[src/rtl/result_distributor.sv]
// result_distributor: show-ahead iteration queue mapped to RGB pixels with raster position and frame FSM
module result_distributor #(
  parameter int DEPTH    = 8,
  parameter int ITER_W   = 8,
  parameter int MAX_ITER = 255,
  parameter int H_RES    = 640,
  parameter int V_RES    = 480
) (
  input  logic              clk,
  input  logic              rst,
  input  logic              push,
  input  logic [ITER_W-1:0] push_iter,
  input  logic              frame_done,
  input  logic              out_ready,
  output logic              out_valid,
  output logic [23:0]       out_data,
  output logic              out_user,
  output logic              out_last,
  output logic              full_queue,
  output logic              distributor_ready,
  output logic              overflow
);
  localparam int AW = $clog2(DEPTH);
  localparam int XW = H_RES > 1 ? $clog2(H_RES) : 1;
  localparam int YW = V_RES > 1 ? $clog2(V_RES) : 1;
  typedef enum logic [1:0] {IDLE, STREAM, FLUSH} state_t;
  state_t state, state_nxt;
  logic [ITER_W-1:0] mem [DEPTH];
  logic [AW-1:0] wp, rp;
  logic [AW:0] count;
  logic [XW-1:0] x;
  logic [YW-1:0] y;
  logic [ITER_W-1:0] head;
  logic [7:0] lo;
  logic do_push, do_pop, x_end, y_end, resync;
  assign full_queue        = count == (AW+1)'(DEPTH);
  assign out_valid         = count != '0;
  assign do_push           = push && !full_queue;
  assign do_pop            = out_valid && out_ready;
  assign head              = mem[rp];
  assign lo                = 8'(head);
  assign out_data          = head == ITER_W'(MAX_ITER) ? 24'h000000 : {lo, lo, 8'hFF};
  assign x_end             = x == XW'(H_RES - 1);
  assign y_end             = y == YW'(V_RES - 1);
  assign out_user          = out_valid && x == '0 && y == '0;
  assign out_last          = out_valid && x_end;
  assign distributor_ready = state == FLUSH;
  assign resync            = state == FLUSH && state_nxt == IDLE;
  // Queue storage is left unreset; stale entries are unreachable once count is cleared
  always_ff @(posedge clk)
    if (do_push) mem[wp] <= push_iter;
  // Pointers, occupancy and the sticky drop flag
  always_ff @(posedge clk or posedge rst)
    if (rst) begin
      wp       <= '0;
      rp       <= '0;
      count    <= '0;
      overflow <= 1'b0;
    end else begin
      wp       <= wp + AW'(do_push);
      rp       <= rp + AW'(do_pop);
      count    <= count + (AW+1)'(do_push) - (AW+1)'(do_pop);
      overflow <= overflow || (push && full_queue);
    end
  // Raster position follows transfers and is realigned to the frame origin when a flush completes
  always_ff @(posedge clk or posedge rst)
    if (rst) begin
      x <= '0;
      y <= '0;
    end else if (resync) begin
      x <= '0;
      y <= '0;
    end else if (do_pop) begin
      x <= x_end ? '0 : x + XW'(1);
      if (x_end) y <= y_end ? '0 : y + YW'(1);
    end
  // Frame state register
  always_ff @(posedge clk or posedge rst)
    if (rst) state <= IDLE;
    else state <= state_nxt;
  // Frame state transitions; frame_done only matters while streaming
  always_comb begin
    state_nxt = state;
    state_nxt = state == IDLE   ? (do_push ? STREAM : IDLE) :
                state == STREAM ? (frame_done ? FLUSH : STREAM) :
                (count == '0 && !do_push) ? IDLE : FLUSH;
  end
endmodule

[config.mk]
export PLATFORM = sky130hd
export DESIGN_NAME = result_distributor
export DESIGN_NICKNAME = d
export VERILOG_FILES = /design/src/rtl/result_distributor.sv
export SDC_FILE = /design/constraint.sdc
export NUM_CORES = 1
export LEC_CHECK = 0
export ABC_AREA = 1
export CORE_UTILIZATION = 40
export CTS_CLUSTER_SIZE = 25
export DETAILED_ROUTE_END_ITERATION = 6
export PLACE_DENSITY_LB_ADDON = 0.2
export SLEW_MARGIN = 20
export SYNTH_ARGS = -nofsm -noshare
export SYNTH_HDL_FRONTEND = slang
export SYNTH_SLANG_ARGS = --single-unit
export TNS_END_PERCENT = 30
[constraint.sdc]
create_clock -name clk -period 3.2 [get_ports clk]
set_clock_uncertainty 0.2 [all_clocks]
set_input_delay 0.48 -clock clk [delete_from_list [all_inputs] [get_ports clk]]
set_output_delay 0.48 -clock clk [all_outputs]
set_load 0.02 [all_outputs]
# == Word level (Yosys, flattened, before mapping) ==
# Memories as Yosys holds them, arrays and structs flattened.
# Cells that the tools add are included.
# totals
register_bits,32
mem_bits_rw,64
input_bits,13
out_inout_bits,30
elab_cells,55
mem_count,1
# mem_list
memory,words,word_bits,rd,rd_ports_with_merged_regs,wr,line,rtl
mem,8,8,1,0,1,28,logic [ITER_W-1:0] mem [DEPTH];
# op_classes
add_sub_neg,6
n_eq_ne,6
muxes,15
n_reduce_logical,20
# ops
operator,count
9-bit two-way mux,4
10-bit two-way mux,3
24-bit two-way mux,1
10-bit by 1-bit adder with 10-bit output (second input constant),1
10-bit equality test (second input constant),1
10-bit zero test,1
9-bit by 1-bit adder with 9-bit output (second input constant),1
9-bit equality test (second input constant),1
9-bit zero test,1
8-bit equality test (second input constant),1
1-bit logical AND,8
2-bit two-way mux,4
3-bit by 1-bit adder with 3-bit output,2
4-bit by 1-bit adder with 4-bit output,1
4-bit equality test (second input constant),1
2-bit zero test,2
4-bit zero test,1
2-bit nonzero test,2
4-bit nonzero test,1
4-bit by 1-bit subtractor with 4-bit output,1
1-bit two-way mux,3
2-bit by 1-bit equality test with 1-bit output (second input constant),1
2-bit equality test (second input constant),1
1-bit zero test,2
other kinds (2),2

# == Depth between registers and ports, before layout ==
# Gate-level depths: netlist (run 1).
# depth
ltp_word,12
ltp_mapped,13

# == Least setup slack after synthesis (run 1) ==
# OpenSTA, ideal clock, no wires.
# synth_path
path_kind,flip-flop to output port
from,register rp[0]
to,output out_data[20]
arrival_time_ns,1.747
required_ns,2.520
path_slack_ns,0.773
stages_incl_launch_ff,13
path_buffers,3
path_cell_list,dfrtp_1 buf_4 inv_2 buf_2 nand2_1 nand3_1 nand3_1 nand2_1 nor2_1 nand2_1 nor2_4 nor2_1 buf_4
# synth_via
elab_chain_cells,3
# synth_rtl
element,line,rtl
from (decl),29,"logic [AW-1:0] wp, rp;"
from (signal assigned),61,rp <= rp + AW'(do_pop);
memory read 8 x 8 bit *,--,
8-bit equality test,42,"assign out_data = head == ITER_W'(MAX_ITER) ? 24'h000000 : {lo, lo, 8'hFF};"
24-bit two-way mux *,42,
to (decl),16,"output logic [23:0] out_data,"
# Mark *: on every way between the ends. The rest lies on a longest branch, timed or not.

# == Worst setup path after layout (run 1) ==
# layout_path
from,register rp[0]
to,output out_data[15]
# The elaborated chain is that of the path after synthesis.

==> results of run 1 <==
==> timing repair <==
action                                  4_1_cts  5_1_grt
buffers inserted                              0        0
endpoints found under the setup margin        0       24
resized for setup                             0       22
==> power breakdown <==
| part | internal, W | leakage (nW) | total, W | switching (W) |
|---|---|---|---|---|
| registers | 0.00162 | 0.971 | 0.00181 | 0.000187 |
| logic | 0.000881 | 1.49 | 0.00224 | 0.00136 |
| clock network | 0.000684 | 0.148 | 0.00114 | 0.000460 |
==> layer usage <==
metal	track usage	share of wire	up-vias	routed length (µm)
met1	0.216	0.46	1602	4410
met3	0.0273	0.052	12	506
met4	0.0773	0.017	0	160
met5	0	0	-	0
met2	0.278	0.48	93	4600
li1	-	-	1718	-
==> layout make-up <==
type | instances | area share
inverters | 84 | 0.0563
well taps | 143 | 0.0317
clock inverters | 7 | 0.0171
multi-input cells | 304 | 0.267
flip-flops and latches | 96 | 0.483
repair buffers | 59 | 0.106
clock buffers | 9 | 0.0399
==> synth_stat cells (2+ instances only) <==
library cell / n
nand3_1: 54
nor3_1: 6
nand4_1: 11
o21ai_1: 4
edfxtp_1: 64
inv_2: 3
nand2_2: 2
o21ai_0: 12
nand2_1: 135
nor2_1: 38
a21oi_1: 8
inv_1: 80
buf_6: 2
dfrtp_1: 32
xor2_1: 8
ha_1: 13
buf_4: 18
buf_2: 9
==> through the flow <==
step / instance area [µm²] / power (W)
floorplan: 4740 / 0.00341
global placement: 5260 / 0.00406
detailed placement: 5260 / 0.00411
CTS: 5590 / 0.00526
global route: 5640 / 0.00556
finish: 5640 / 0.00519
==> worst reg2reg max path: stages (launching register included) <==
cell      delay, ns
dfrtp_1        0.36
inv_1          0.10
ha_1           0.17
nand3_2        0.15
nand2_1        0.17
clkinv_1       0.10
nand2_1        0.13
nand2_1        0.08
ha_1           0.21
fa_1           0.38
xor2_1         0.18
==> how the worst min path moves through the flow <==
stage | end | slack, ns | depth (start not counted)
final | overflow$_DFF_PP0_ | 0.26 | 1
after global routing | overflow$_DFF_PP0_ | 0.28 | 1
after CTS | overflow$_DFF_PP0_ | 0.27 | 1
after detailed placement | overflow$_DFF_PP0_ | 0.25 | 1
after global placement | overflow$_DFF_PP0_ | 0.24 | 1
after floorplan | y[3]$_DFFE_PP0P_ | 0.26 | 2
==> sequential cells by signal (all words and copies together) (netlist names) <==
register,cells
count,4
wp,3
mem,64
state,2
rp,3
y,9
x,10
overflow,1
==> kinds of logic (layout without fill, tap and decap cells) <==
family                     after synthesis  after routing
adders and majority gates               14             14
AOI/OAI and AO/OA                       27             27
DFF                                     96             96
xor gates and xnor gates                 9              9
and+or+nand+nor                        253            254
buffers and inverters                  113            159
==> impl_metrics.ini, run 1 <==
[setup_path]
r2r_cells = 10
crit_family = simple AND/OR/NAND/NOR gates
cp_cell_sequence = inv_2 -> buf_4 -> nand2_1 -> nand2_1 -> nand2_1 -> nand3_1 -> nand2_1 -> nor2_1 -> nand2_1 -> nor2_2 -> nor2_1 -> clkdlybuf4s50_1
end_kind = output port
cp.required_ns = 2.52
crit_type = flip-flop to output port
crit_top_cell = nand2_1
worst_setup_path_start_kind = flip-flop
path_depth = 12
crit_path_start = rp[0]$_DFF_PP0_
crit_path_max_fanout = 18
timing.critical_path.buf_inv = 3
cp.arrival_ns = 2.43
r2r_start = count[2]$_DFF_PP0_
worstSetupEndpoint = out_data[15]
critPathSlowestCell = clkdlybuf4s50_1
slowest_delay_ns = 0.54
reg2reg_slack_ns = 0.85
r2r_end = count[2]$_DFF_PP0_

[logic_synthesis]
synth_top_area_share = 0.405
yosysSeqAreaShare = 0.574
synth_seq_cells = 96
synth_cells = 512
avgSynthCellArea_um2 = 9.26
ys_types = 31
yosys.area.top_type = edfxtp_1
synth_compound_gate_area_share = 0.0301
synth_async_sr_flop_share = 0.333
synth_edf_count = 64
yosys-mux-area-fraction = 0
synth_top_family_by_area = simple AND/OR/NAND/NOR gates
syn-cell-area_mm2 = 0.00474
netlist_top_cells_area = edfxtp_1 (41%), dfrtp_1 (17%), nand2_1 (11%)
synth_fp_nets = 539
synth_xor_area_frac = 0.0166
ys_warn_count = 0
synth_fa_ha_area_frac = 0.0385
ys.flop_type = edfxtp_1
synthSimpleGateAreaFrac = 0.231

[die]
initial_core_util = 0.413
die_x_um = 111
num_rows = 39
dieArea_mm2 = 0.0123
core_area_mm2 = 0.0115
dieHeight_um = 111
top_level_ports = 43

[routing]
vias = 3425
drt_pre_antenna_iters = 5
drt_wl_total_um = 9670
antenna_left = 0
post_drt_via_cell_ratio = 4.88
wire_per_inst_um = 13.8
drc = 0
drtIter0Drc = 175

[place]
post-place-ws_ns = 0.409
dp.cells = 685
hpwl_um = 6740
port_buffers = 42
place_congestion = 0.816

[grt]
grt_use_total = 0.168
gr-total-overflow = 0
grt_antenna_before_repair = 0
grt_pass1_vias = 3306
grt_pass1_wl_um = 16100
grt_max_degree = 33

[sta]
setup_violations = 0
whs_ns = 0.264
fin_tns_setup_ns = 0
maxSlewViolCount = 0
hold_viol = 0
rsz0062_at_grt = yes
worst_slack_ns = 0.0883
tightest_slew_ns = 0.430
max_freq_ghz = 0.321
layout_worst_path_cycle_share = 0.972
min_period_ns = 3.11
slew_headroom = 0.713

[clock_tree]
ctsHoldBuffers = 0
tritoncts = done
clkSinkCount = 96
cts_made_buffers = 9
clk_latency_ns = 0.34
htree_levels = 3
cts_max_path_buffers = 2
cts_root_buffer = clkbuf_16
clk_pin_slew_worst_paths_ns = 0.07

[final_layout]
layout_common_cells = nand2_1 (135), inv_1 (79), edfxtp_1 (64), nand3_1 (54), nor2_1 (38)
antennaDiodeCount = 0
drive_gt1_frac = 0.0823
num-nets-final = 581
multiInputGateArea_mm2 = 0.00151
final_cell_count_no_fill = 702
area_growth_pct = 19.1
mostFrequentLayoutCell = nand2_1
register_area_mm2 = 0.00272
nFillCells = 1064
utilization = 0.492

[pwr]
pwr_density_cell_mw_per_mm2 = 920
irDropWorstVdd_mv = 0.696
p_leak_nw = 2.60

[run_status]
status = finished, final reports clean

[hold_path]
hp-start = overflow$_DFF_PP0_
hold_class = flip-flop to flip-flop

[run]
maxCapViolations = 0
Power figures use the tool's default switching activity.
==> run 2, diff against run 1 <==
--- a/config.mk
+++ b/config.mk
@@ -6,10 +6,11 @@
 export NUM_CORES = 1
 export LEC_CHECK = 0
 export ABC_AREA = 1
+export CORE_ASPECT_RATIO = 1.5
 export CORE_UTILIZATION = 40
 export CTS_CLUSTER_SIZE = 25
 export DETAILED_ROUTE_END_ITERATION = 6
-export PLACE_DENSITY_LB_ADDON = 0.2
+export PLACE_DENSITY_LB_ADDON = 0.12
 export SLEW_MARGIN = 20
 export SYNTH_ARGS = -nofsm -noshare
 export SYNTH_HDL_FRONTEND = slang
==> run 2 against run 1 <==
Global-route usage rose by 0.68 points; sequential cell count did not move; wire length rose by 3.5%; clock power rose by 8%; critical path type unchanged; largest power group unchanged; highest routed layer unchanged.
==> impl_metrics.ini, run 2 (same netlist as run 1, synthesis figures left out) <==
[die]
dieArea_mm2 = 0.0123
dieHeight_um = 135
num_rows = 48
core_area_mm2 = 0.0115
initial_core_util = 0.411
die_x_um = 90.9
top_level_ports = 43

[setup_path]
end_kind = output port
critPathSlowestCell = clkdlybuf4s50_1
r2r_start = count[2]$_DFF_PP0_
timing.critical_path.buf_inv = 3
crit_top_cell = nand2_1
cp.arrival_ns = 2.48
crit_type = flip-flop to output port
crit_path_max_fanout = 20
cp.required_ns = 2.52
crit_path_start = rp[0]$_DFF_PP0_
r2r_cells = 10
slowest_delay_ns = 0.62
worst_setup_path_start_kind = flip-flop
crit_family = buffers and inverters
path_depth = 11
cp_cell_sequence = inv_4 -> buf_12 -> nand2_1 -> nand3_1 -> nand3_1 -> nand2_1 -> nor2_1 -> nand2_1 -> nor2_4 -> nor2_1 -> clkdlybuf4s50_1

[clock_tree]
clk_pin_slew_worst_paths_ns = 0.06
cts_max_path_buffers = 2
htree_levels = 3
cts_root_buffer = clkbuf_16
clkSinkCount = 96
clk_latency_ns = 0.34
tritoncts = done
cts_made_buffers = 9

[sta]
hold_viol = 0
layout_worst_path_cycle_share = 0.989
rsz0062_at_grt = yes
setup_violations = 0
maxSlewViolCount = 0
whs_ns = 0.263
slew_headroom = 0.445
min_period_ns = 3.16
tightest_slew_ns = 0.832
max_freq_ghz = 0.316

[final_layout]
finalInstanceArea_mm2 = 0.00567
num-nets-final = 583
mostFrequentLayoutCell = nand2_1
nFillCells = 1116
regMostFlops = mem
area_growth_pct = 19.7
register_area_mm2 = 0.00272
multiInputGateArea_mm2 = 0.00151
layout_common_cells = nand2_1 (135), inv_1 (80), edfxtp_1 (64), nand3_1 (54), nor2_1 (38)
drive_gt1_frac = 0.0838
top_regs = mem (64), x (10), y (9)
antennaDiodeCount = 0
largest_reg_flops = 64
utilization = 0.492

[grt]
grt_max_degree = 21
grt_pass1_vias = 3283
grt_antenna_before_repair = 0
grt_pass1_wl_um = 16300
gr-total-overflow = 0
grt_use_total = 0.175

[pwr]
pwr_density_cell_mw_per_mm2 = 935
p_leak_nw = 2.61
irDropWorstVdd_mv = 0.377

[run_status]
status = finished, final reports clean

[hold_path]
whs_path_depth = 1
hold_class = flip-flop to flip-flop
hp-start = overflow$_DFF_PP0_

[place]
place_congestion = 0.822
hpwl_um = 7000
port_buffers = 42
placed_cell_area_mm2 = 0.00529

[routing]
wire_per_inst_um = 14.1
drc = 0
drtIter0Drc = 198
antenna_left = 0
drt_wl_total_um = 10000
drt_pre_antenna_iters = 4
vias = 3383
post_drt_via_cell_ratio = 4.76

[run]
maxCapViolations = 0
[run 2: what timing repair did]
action	in CTS	in global routing
hold buffers	0	0
buffers inserted	0	1
gates cloned	0	1
pin swaps	0	1
resized for setup	7	17
endpoints found under the setup margin	24	18
[run 2: power breakdown]
part	switching (W)	leakage, nW	internal, W
sequential	0.000159	0.972	0.00162
clock	0.000450	0.166	0.000781
combinational	0.00141	1.47	0.000884
total	0.00202	2.61	0.00328
[run 2: routing by layer]
metal,up-vias,GRT usage,share of wire
met5,-,0,0
met4,0,0.0556,0.010
met3,7,0.0398,0.034
met2,61,0.330,0.55
met1,1597,0.193,0.41
li1,1718,-,-
[run 2: per-stage QoR]
step	cells	total power (W)	TNS, ns	worst slack (ns)
6_report	711	0.00531	0	0.0354
5_1_grt	711	0.00571	-0.829	-0.153
4_1_cts	709	0.00539	0	0.00279
3_5_place_dp	693	0.00416	0	0.297
3_3_place_gp	693	0.00412	0	0.329
2_1_floorplan	512	0.00341	0	0.773
[run 2: cell type report]
cell class / count / area share
clock buffers: 10 / 0.0421
clock inverters: 6 / 0.0187
inverters: 84 / 0.0560
multi-input cells: 304 / 0.266
flip-flops and latches: 96 / 0.480
well taps: 150 / 0.0331
repair buffers: 61 / 0.104
[run 2: worst paths after layout]
path / slack (ns) / to
worst max-delay path: 0.04 / out_data[12]
min in group asynchronous: 0.40 / rp[1]$_DFF_PP0_
worst min-delay path: 0.26 / overflow$_DFF_PP0_
max in group asynchronous: 1.77 / y[6]$_DFFE_PP0P_
worst min register to register: 0.26 / overflow$_DFF_PP0_
worst max register to register: 0.85 / count[2]$_DFF_PP0_
==> run 3, diff against run 2 <==
--- a/config.mk
+++ b/config.mk
@@ -11,6 +11,7 @@
 export CTS_CLUSTER_SIZE = 25
 export DETAILED_ROUTE_END_ITERATION = 6
 export PLACE_DENSITY_LB_ADDON = 0.12
+export RECOVER_POWER = 100
 export SLEW_MARGIN = 20
 export SYNTH_ARGS = -nofsm -noshare
 export SYNTH_HDL_FRONTEND = slang
==> run 3 against run 2 <==
First-iteration DRC count is 2.0% higher; clock power hardly changed; critical path depth stayed put; via count is 0.41% lower; global-route usage stayed put; sequential cell count stayed put; maximum frequency is 0.33% higher; setup slack better by 0.010 ns; non-clock buffer count stayed put; cell area is 1.1% lower; largest cell class unchanged.
==> impl_metrics.ini, run 3 (same netlist as run 1, synthesis figures left out) <==
[clock_tree]
cts_made_buffers = 9
tritoncts = done
clk_pin_slew_worst_paths_ns = 0.06
cts_root_buffer = clkbuf_16
cts_max_path_buffers = 2
ctsHoldBuffers = 0
clkSinkCount = 96
htree_levels = 3
clk_latency_ns = 0.34

[die]
dieArea_mm2 = 0.0123
num_rows = 48
initial_core_util = 0.411
core_area_mm2 = 0.0115
dieHeight_um = 135
top_level_ports = 43
die_x_um = 90.9

[setup_path]
crit_top_cell = nand2_1
cp_cell_sequence = inv_4 -> buf_12 -> nand2_1 -> nand3_1 -> nand3_1 -> nand2_1 -> nor2_1 -> nand2_1 -> nor2_4 -> nor2_1 -> clkdlybuf4s50_1
worst_setup_path_start_kind = flip-flop
timing.critical_path.buf_inv = 3
crit_path_max_fanout = 20
cp.required_ns = 2.52
critPathSlowestCell = clkdlybuf4s50_1
slowest_delay_ns = 0.62
crit_family = buffers and inverters
end_kind = output port
crit_type = flip-flop to output port
cp.arrival_ns = 2.47

[place]
hpwl_um = 7000
dp.cells = 693
post-place-ws_ns = 0.297
port_buffers = 42
place_congestion = 0.822

[routing]
wire_per_inst_um = 14.0
drtIter0Drc = 202
antenna_left = 0
vias = 3369
drt_pre_antenna_iters = 5
drc = 0
post_drt_via_cell_ratio = 4.73
drt_wl_total_um = 9950

[grt]
grt_use_total = 0.175
grt_pass1_vias = 3283
grt_max_degree = 21
gr-total-overflow = 0
grt_pass1_wl_um = 16300
grt_antenna_before_repair = 1

[sta]
setup_violations = 0
fin_tns_setup_ns = 0
rsz0062_at_grt = yes
worst_slack_ns = 0.0459
max_freq_ghz = 0.317
slew_headroom = 0.465
hold_viol = 0
min_period_ns = 3.15
layout_worst_path_cycle_share = 0.986
maxSlewViolCount = 0
tightest_slew_ns = 0.801

[pwr]
comb_power_share = 0.428
pwr_density_cell_mw_per_mm2 = 937
irDropWorstVdd_mv = 0.354
internal_power_w = 0.00325
p_leak_nw = 2.56
p_sw_w = 0.00201
p_seq_frac = 0.338
swShare = 0.382
clkPwrFrac = 0.233
p_total_w = 0.00526

[final_layout]
num-nets-final = 583
drive_gt1_frac = 0.0535
regMostFlops = mem
nFillCells = 1130
final_cell_count_no_fill = 712
mostFrequentLayoutCell = nand2_1
utilization = 0.487
largest_reg_flops = 64
layout_common_cells = nand2_1 (137), inv_1 (80), edfxtp_1 (64), nand3_1 (55), nor2_1 (38)
top_regs = mem (64), x (10), y (9)
area_growth_pct = 18.4

[run_status]
status = finished, final reports clean

[run]
maxCapViolations = 0

[hold_path]
hold_class = flip-flop to flip-flop
[run 3: cell count changes in the layout (fill, tap and decap cells not counted), sizes merged]
cell / delta
clkbuf: +13
dlygate4sd3: +15
clkdlybuf4s50: -15
diode: +1
buf: -13
[run 3: routing by layer]
layer | global-route usage | vias up | wire [µm]
met5 | 0 | - | 0
met4 | 0.0556 | 0 | 102
met3 | 0.0398 | 5 | 239
met2 | 0.330 | 48 | 5540
met1 | 0.193 | 1595 | 4080
li1 | - | 1721 | -
[run 3: area by class of cell]
cell class / count / area (µm²) / share of cell area
Antenna cell: 1 / 2.50 / 0.000446
Clock buffer: 10 / 239 / 0.0426
Clock inverter: 6 / 106 / 0.0190
Inverter: 84 / 318 / 0.0566
Multi-Input combinational cell: 304 / 1490 / 0.266
Sequential cell: 96 / 2720 / 0.485
Tap cell: 150 / 188 / 0.0334
Timing Repair Buffer: 61 / 542 / 0.0965
[run 3: per-stage QoR]
step / hold WS (ns) / instance area [µm²]
2_1_floorplan: 0.259 / 4740
6_report: 0.257 / 5610
3_3_place_gp: 0.241 / 5290
5_1_grt: 0.278 / 5610
4_1_cts: 0.268 / 5630
3_5_place_dp: 0.252 / 5290
[run 3: what timing repair did]
item / 4_1_cts / 5_1_grt
gates cloned: 0 / 1
gates resized for setup: 7 / 17
buffers inserted: 0 / 1
setup endpoints to repair: 24 / 18
pin swaps: 0 / 1
[run 3: worst paths after layout]
check	from	endpoint	slack, ns	depth (start not counted)
max reg2reg	count[2]$_DFF_PP0_	y[2]$_DFFE_PP0P_	0.37	10
min reg2reg	overflow$_DFF_PP0_	overflow$_DFF_PP0_	0.26	1
min in group asynchronous	rst	rp[1]$_DFF_PP0_	0.53	2
max	rp[0]$_DFF_PP0_	out_data[12]	0.05	11
min	overflow$_DFF_PP0_	overflow$_DFF_PP0_	0.26	1
max in group asynchronous	rst	y[6]$_DFFE_PP0P_	1.47	3
[run 3: power groups by stage]
stage               logic (W)  clock network, W  registers, W
CTS                   0.00236           0.00126       0.00178
global route          0.00254           0.00131       0.00182
detailed placement    0.00237                 0       0.00180
global placement      0.00233                 0       0.00179
finish                0.00225           0.00123       0.00178
floorplan             0.00165                 0       0.00176
